$ cat src/rtl/prn_shift_seq.sv
// Printhead shift sequencer: DATA_PHASES data groups then one command group, each
// clocked out on a divided SCK and followed by an idle lag. Define PRN_SHIFT_ABORT_EN to enable abort.
module prn_shift_seq #(
  parameter int CH_NUM      = 4,
  parameter int LANE_W      = 4,
  parameter int DATA_PHASES = 2,
  parameter int LAG_TIME    = 16
) (
  input  logic                     clk,
  input  logic                     rstn,
  input  logic [7:0]               head_type,
  input  logic [7:0]               sck_div,
  input  logic                     start_req,
  input  logic                     abort,
  input  logic [CH_NUM*LANE_W-1:0] prn_data,
  input  logic [CH_NUM*LANE_W-1:0] sp_data,
  output logic                     data_req_o,
  output logic                     sp_start,
  output logic                     sp_req,
  output logic [2:0]               phase_idx,
  output logic                     busy,
  output logic                     done,
  output logic [CH_NUM*LANE_W-1:0] f_data,
  output logic                     sck_o
);

  localparam int         W         = CH_NUM * LANE_W;
  localparam logic [2:0] S_IDLE    = 3'd0;
  localparam logic [2:0] S_D_START = 3'd1;
  localparam logic [2:0] S_D_W     = 3'd2;
  localparam logic [2:0] S_D_LAG   = 3'd3;
  localparam logic [2:0] S_C_START = 3'd4;
  localparam logic [2:0] S_C_W     = 3'd5;
  localparam logic [2:0] S_C_LAG   = 3'd6;
  localparam logic [2:0]  LAST_PH  = 3'(DATA_PHASES - 1);
  localparam logic [15:0] LAG_END  = 16'(LAG_TIME);

  // Upper byte is the data depth, lower byte the command count; unknown codes keep the old pair.
  function automatic logic [15:0] decode_cnt(input logic [7:0] ht, input logic [15:0] hold);
    logic [15:0] r;
    case (ht)
      8'h02, 8'h03, 8'h04, 8'h05: r = {8'd90, 8'd16};
      8'h01, 8'h06:               r = {8'd100, 8'd8};
      default:                    r = hold;
    endcase
    return r;
  endfunction

  logic [2:0]   state_q, state_d;
  logic [15:0]  cnt_q, cnt_d;
  logic [7:0]   n_q, n_d;
  logic [7:0]   div_q, div_d;
  logic [7:0]   bit_q, bit_d;
  logic         sck_q, sck_d;
  logic [15:0]  lag_q, lag_d;
  logic [2:0]   phase_q, phase_d;
  logic         data_req_q, data_req_d;
  logic         sp_req_q, sp_req_d;
  logic         sp_start_q, sp_start_d;
  logic         busy_q, busy_d;
  logic         done_q, done_d;
  logic         sck_o_q, sck_o_d;
  logic [W-1:0] f_data_q, f_data_d;
  logic         req_s;
  logic         w_next_s;
  logic         abort_now_s;

`ifdef PRN_SHIFT_ABORT_EN
  // C_LAG is already the abort destination, so a held abort there just lets the lag run out.
  assign abort_now_s = abort && (state_q != S_IDLE) && (state_q != S_C_LAG);
`else
  logic abort_unused_s;
  assign abort_unused_s = abort;
  assign abort_now_s    = 1'b0;
`endif

  // Sequencer state, SCK divider, lag counter and request events.
  always_comb begin
    cnt_d   = decode_cnt(head_type, cnt_q);
    state_d = state_q;
    n_d     = n_q;
    div_d   = 8'd0;
    bit_d   = 8'd0;
    sck_d   = 1'b0;
    lag_d   = 16'd0;
    phase_d = phase_q;
    req_s   = 1'b0;
    if (abort_now_s) begin
      state_d = S_C_LAG;
    end else begin
      case (state_q)
        S_IDLE: begin
          phase_d = 3'd0;
          state_d = start_req ? S_D_START : S_IDLE;
        end
        S_D_START: begin
          n_d     = cnt_d[15:8];
          req_s   = (n_d != 8'd0);
          state_d = S_D_W;
        end
        S_C_START: begin
          n_d     = cnt_d[7:0];
          req_s   = (n_d != 8'd0);
          state_d = S_C_W;
        end
        S_D_W, S_C_W: begin
          div_d = div_q;
          bit_d = bit_q;
          sck_d = sck_q;
          if (n_q == 8'd0) begin
            state_d = (state_q == S_D_W) ? S_D_LAG : S_C_LAG;
          end else if (div_q == sck_div) begin
            div_d = 8'd0;
            sck_d = ~sck_q;
            // Rising edge counts a bit; falling edge either ends the group or asks for the next word.
            if (!sck_q) begin
              bit_d = bit_q + 8'd1;
            end else if (bit_q == n_q) begin
              state_d = (state_q == S_D_W) ? S_D_LAG : S_C_LAG;
            end else begin
              req_s = 1'b1;
            end
          end else begin
            div_d = div_q + 8'd1;
          end
        end
        S_D_LAG: begin
          lag_d = lag_q + 16'd1;
          if (lag_q == LAG_END) begin
            lag_d = 16'd0;
            if (phase_q < LAST_PH) begin
              phase_d = phase_q + 3'd1;
              state_d = S_D_START;
            end else begin
              state_d = S_C_START;
            end
          end else begin
            state_d = S_D_LAG;
          end
        end
        S_C_LAG: begin
          lag_d = lag_q + 16'd1;
          if (lag_q == LAG_END) begin
            lag_d   = 16'd0;
            state_d = S_IDLE;
          end else begin
            state_d = S_C_LAG;
          end
        end
        default: state_d = S_IDLE;
      endcase
    end
  end

  // Next values of the registered outputs.
  always_comb begin
    w_next_s   = (state_d == S_D_W) || (state_d == S_C_W);
    data_req_d = req_s && ((state_q == S_D_START) || (state_q == S_D_W));
    sp_req_d   = req_s && ((state_q == S_C_START) || (state_q == S_C_W));
    sp_start_d = (state_d == S_C_START);
    busy_d     = (state_d != S_IDLE);
    done_d     = (state_q == S_C_LAG) && (state_d == S_IDLE);
    sck_o_d    = w_next_s && sck_d;
    if (state_d == S_IDLE) begin
      f_data_d = '0;
    end else if (data_req_q) begin
      f_data_d = prn_data;
    end else if (sp_req_q) begin
      f_data_d = sp_data;
    end else begin
      f_data_d = f_data_q;
    end
  end

  // State and output registers.
  always_ff @(posedge clk or negedge rstn) begin
    if (!rstn) begin
      state_q    <= S_IDLE;
      cnt_q      <= {8'd90, 8'd16};
      n_q        <= 8'd0;
      div_q      <= 8'd0;
      bit_q      <= 8'd0;
      sck_q      <= 1'b0;
      lag_q      <= 16'd0;
      phase_q    <= 3'd0;
      data_req_q <= 1'b0;
      sp_req_q   <= 1'b0;
      sp_start_q <= 1'b0;
      busy_q     <= 1'b0;
      done_q     <= 1'b0;
      sck_o_q    <= 1'b0;
      f_data_q   <= '0;
    end else begin
      state_q    <= state_d;
      cnt_q      <= cnt_d;
      n_q        <= n_d;
      div_q      <= div_d;
      bit_q      <= bit_d;
      sck_q      <= sck_d;
      lag_q      <= lag_d;
      phase_q    <= phase_d;
      data_req_q <= data_req_d;
      sp_req_q   <= sp_req_d;
      sp_start_q <= sp_start_d;
      busy_q     <= busy_d;
      done_q     <= done_d;
      sck_o_q    <= sck_o_d;
      f_data_q   <= f_data_d;
    end
  end

  assign data_req_o = data_req_q;
  assign sp_req     = sp_req_q;
  assign sp_start   = sp_start_q;
  assign phase_idx  = phase_q;
  assign busy       = busy_q;
  assign done       = done_q;
  assign sck_o      = sck_o_q;
  assign f_data     = f_data_q;

endmodule

$ cat config.mk
export PLATFORM = sky130hd
export DESIGN_NAME = prn_shift_seq
export DESIGN_NICKNAME = d
export VERILOG_FILES = /design/src/rtl/prn_shift_seq.sv
export SDC_FILE = /design/constraint.sdc
export NUM_CORES = 1
export LEC_CHECK = 0
export CAP_MARGIN = 15
export CORE_MARGIN = 5
export CORE_UTILIZATION = 45
export DETAILED_ROUTE_END_ITERATION = 10
export GPL_TIMING_DRIVEN = 0
export PLACE_DENSITY = 0.7
export SLEW_MARGIN = 15
export SYNTH_ARGS = -nofsm -noshare
export SYNTH_HDL_FRONTEND = slang
export SYNTH_SLANG_ARGS = --single-unit
$ cat constraint.sdc
create_clock -name clk -period 2.33 [get_ports clk]
set_input_delay 0.3495 -clock clk [delete_from_list [all_inputs] [get_ports clk]]
set_output_delay 0.3495 -clock clk [all_outputs]
set_load 0.02 [all_outputs]
==> flow_summary_export.csv <==
group,metric,value,unit
power_and_ir_drop,power_density,915,nW/µm²
synthesis,synthCells,437,
global_routing,antenna_found_initial,0,
die,placementRows,36,
placed_design,dp_hpwl,7420,µm
synthesis,synth_cell_type_count,63,
drt,drtIter0Drc,189,
global_routing,grt_max_degree,52,
setup_path,worstPathMaxFanout,10,
outcome,status,"completed",
setup_path,required,2.56,ns
cells_and_area,seq_area,2130,µm²
global_routing,grt_usage,0.173,
synthesis,synth-edff-count,0,
synthesis,synth_top_area_frac,0.453,
power_and_ir_drop,leakage,2.38,nW
clock_network,clock_latency,0.34,ns
sta,fmax,460,MHz
die,die_area,11900,µm²
synthesis,synth_top_area_cell,"dfrtp_1",
global_routing,grt_pass1_vias,3436,
synthesis,async_flop_share,1.00,
placed_design,port_buffers,75,
synthesis,synth_area_leaders,"dfrtp_1 45%, xnor2_1 4.6%, nor2_1 4.5%",
synthesis,netlist_top_cells_count,"80 x dfrtp_1, 53 x nor2_1, 35 x nand2_1",
drt,vias,3501,
drt,route.met2.wl,4740,µm
synthesis,avgSynthCellArea,10.1,µm²
drt,dr.max_layer_used,"met4",
sta,maxSlewViolCount,0,
clock_network,clock-root-buffer,"clkbuf_8",
setup_path,crit_type,"flip-flop to flip-flop",
synthesis,ys_ff_latch,85,
sta,finalCritPeriodShare,0.934,
synthesis,syn_nets,494,
clock_network,clockBufferDepth,2,
cells_and_area,fin_cells,663,
drt,m1WireLength,4470,µm
setup_path,setup.worst_path.end_class,"flip-flop",
clock_network,cts_sinks,85,
drt,wl_per_cell,14.9,µm
sta,setup_viol,0,
synthesis,ys_warn_count,0,
cells_and_area,stdcell_area,5600,µm²
die,die_h,109,µm
sta,tightest_slew,0.604,ns
clock_network,cts_buffers,9,
power_and_ir_drop,ir_drop,0.000413,V
die,start_util,0.456,
sta,timing.final.ws_setup,0.155,ns
placed_design,placed_cell_area,5360,µm²
drt,via_per_inst,5.28,
setup_path,start_kind,"flip-flop",
flow_run,maxCapViolCount,0,
sta,skew,0.00780,ns
sta,min_period,2.18,ns
die,coreArea,9680,µm²
cells_and_area,diodes,0,
cells_and_area,area_growth_syn_to_layout,26.6,%
placed_design,dpl.cell_count,646,
drt,firstDrtPassIters,4,
clock_network,cts_tree,"built",
synthesis,syn_area,4420,µm²
worst_hold_path,min_path_type,"flip-flop to flip-flop",
drt,routed_wl,9910,µm
die,io_pins,77,
drt,drc,0,
cells_and_area,n_fill_cell,850,
cells_and_area,multi_input_area,2150,µm²
global_routing,overflow,0,
clock_network,htreeDepth,3,
cells_and_area,drive_gt1_frac,0.125,
drt,postRouteAntennaNets,0,
synthesis,synthFlopType,"dfrtp_1",
die,die_w,109,µm
drt,met3_length,626,µm
setup_path,worstPathArrival,2.41,ns
placed_design,place_ws,-0.118,ns
global_routing,grt_pass1_wl,16700,µm
sta,rsz0062_at_grt,"false",
placed_design,routabilityCongestion,0.842,
cells_and_area,post-route-util,0.578,
sta,slew_headroom,0.595,
synthesis,synthMostInstantiatedCell,"dfrtp_1",
synthesis,ys_seq_area_frac,0.483,
cells_and_area,num-nets-final,583,
sta,hold_viol,0,
clock_network,clk_pin_slew,0.08,ns
## critical path: stages (launching register included)
cell      delay, ns
dfrtp_1        0.40
inv_1          0.08
ha_1           0.13
nor4bb_1       0.26
and4_1         0.22
buf_2          0.18
o221ai_1       0.15
a21o_2         0.26
nor2_8         0.16
buf_12         0.15
a21oi_2        0.06
## power by group
group	internal [mW]	total, mW	switching, mW
Clock	0.529	1.01	0.485
Sequential	1.72	1.92	0.198
Combinational	0.953	2.18	1.23
Total	3.21	5.12	1.91
## layout make-up
class / instances / area share
tap: 133 / 0.0297
sequential: 85 / 0.381
inverter: 10 / 0.00671
clock buffer: 15 / 0.0351
buffer: 18 / 0.0192
multi-input combinational: 324 / 0.384
timing repair buffer: 78 / 0.144
## repair_timing
action                                  CTS  global route
gates resized for setup                   0             2
setup buffers                             0             1
endpoints found under the setup margin    0            10
hold buffers                              1             0
endpoints found under the hold margin    29             0
## path summary, 6_finish.rpt
| kind | startpoint | to | slack [ns] | cells after the start |
|---|---|---|---|---|
| worst max-delay path | lag_q[0]$_DFF_PN0_ | f_data[8]$_DFFE_PN0P_ | 0.15 | 10 |
| worst min-delay path | lag_q[0]$_DFF_PN0_ | lag_q[0]$_DFF_PN0_ | 0.46 | 1 |
| worst max register to register | lag_q[0]$_DFF_PN0_ | f_data[8]$_DFFE_PN0P_ | 0.15 | 10 |
| worst min register to register | lag_q[0]$_DFF_PN0_ | lag_q[0]$_DFF_PN0_ | 0.46 | 1 |
| max in group asynchronous | rstn | f_data[8]$_DFFE_PN0P_ | 1.23 | 3 |
| min in group asynchronous | rstn | lag_q[0]$_DFF_PN0_ | 0.49 | 2 |
## layout by cell type, fill, tap and decap left out, types with 9 or more instances in the layout
master and instances:
clkbuf_8 14, nand2_1 35, nor2_1 53, a21oi_1 33
o21ai_0 13, a21oi_2 10, mux2i_1 18, dfrtp_1 80
xor2_1 15, xnor2_1 23, inv_1 9, clkdlybuf4s50_1 74
and3_1 20
## metrics by stage
step	total power, mW	setup TNS [ns]	hold slack (ns)
global placement	3.97	-174.27	0.446
CTS	5.05	0	0.468
finish	5.12	0	0.464
detailed placement	4.02	-0.856	0.335
floorplan	3.36	0	0.0539
global route	5.48	0	0.485
## layer usage
layer	vias to the layer above	GRT usage
li1	1722	-
met1	1683	0.236
met2	90	0.282
met3	6	0.0379
met4	0	0.0442
met5	-	0
## registers in the layout (all words and copies together), names as in the netlist
| name | count |
|---|---|
| bit_q | 8 |
| n_q | 8 |
| busy | 1 |
| lag_q | 16 |
| data_req_o | 1 |
| done | 1 |
| div_q | 8 |
| f_data | 16 |
| sck_o | 1 |
| phase_idx | 3 |
| sp_req | 1 |
| state_q | 3 |
| cnt_q | 16 |
| sck_q | 1 |
| sp_start | 1 |
## cells by family (layout without fill, tap and decap cells)
| group | Yosys count | after routing | synth area share |
|---|---|---|---|
| AND/OR/NAND/NOR | 174 | 174 | 0.219 |
| XOR/XNOR | 38 | 38 | 0.0753 |
| multiplexers | 19 | 19 | 0.0442 |
| flip-flops | 85 | 85 | 0.483 |
| AO/OA/AOI/OAI | 88 | 88 | 0.134 |
| adder cells (fa/ha/maj) | 5 | 5 | 0.0142 |
| buffers and inverters | 28 | 121 | 0.0309 |
Note: power is estimated with default switching activity, not from simulation.
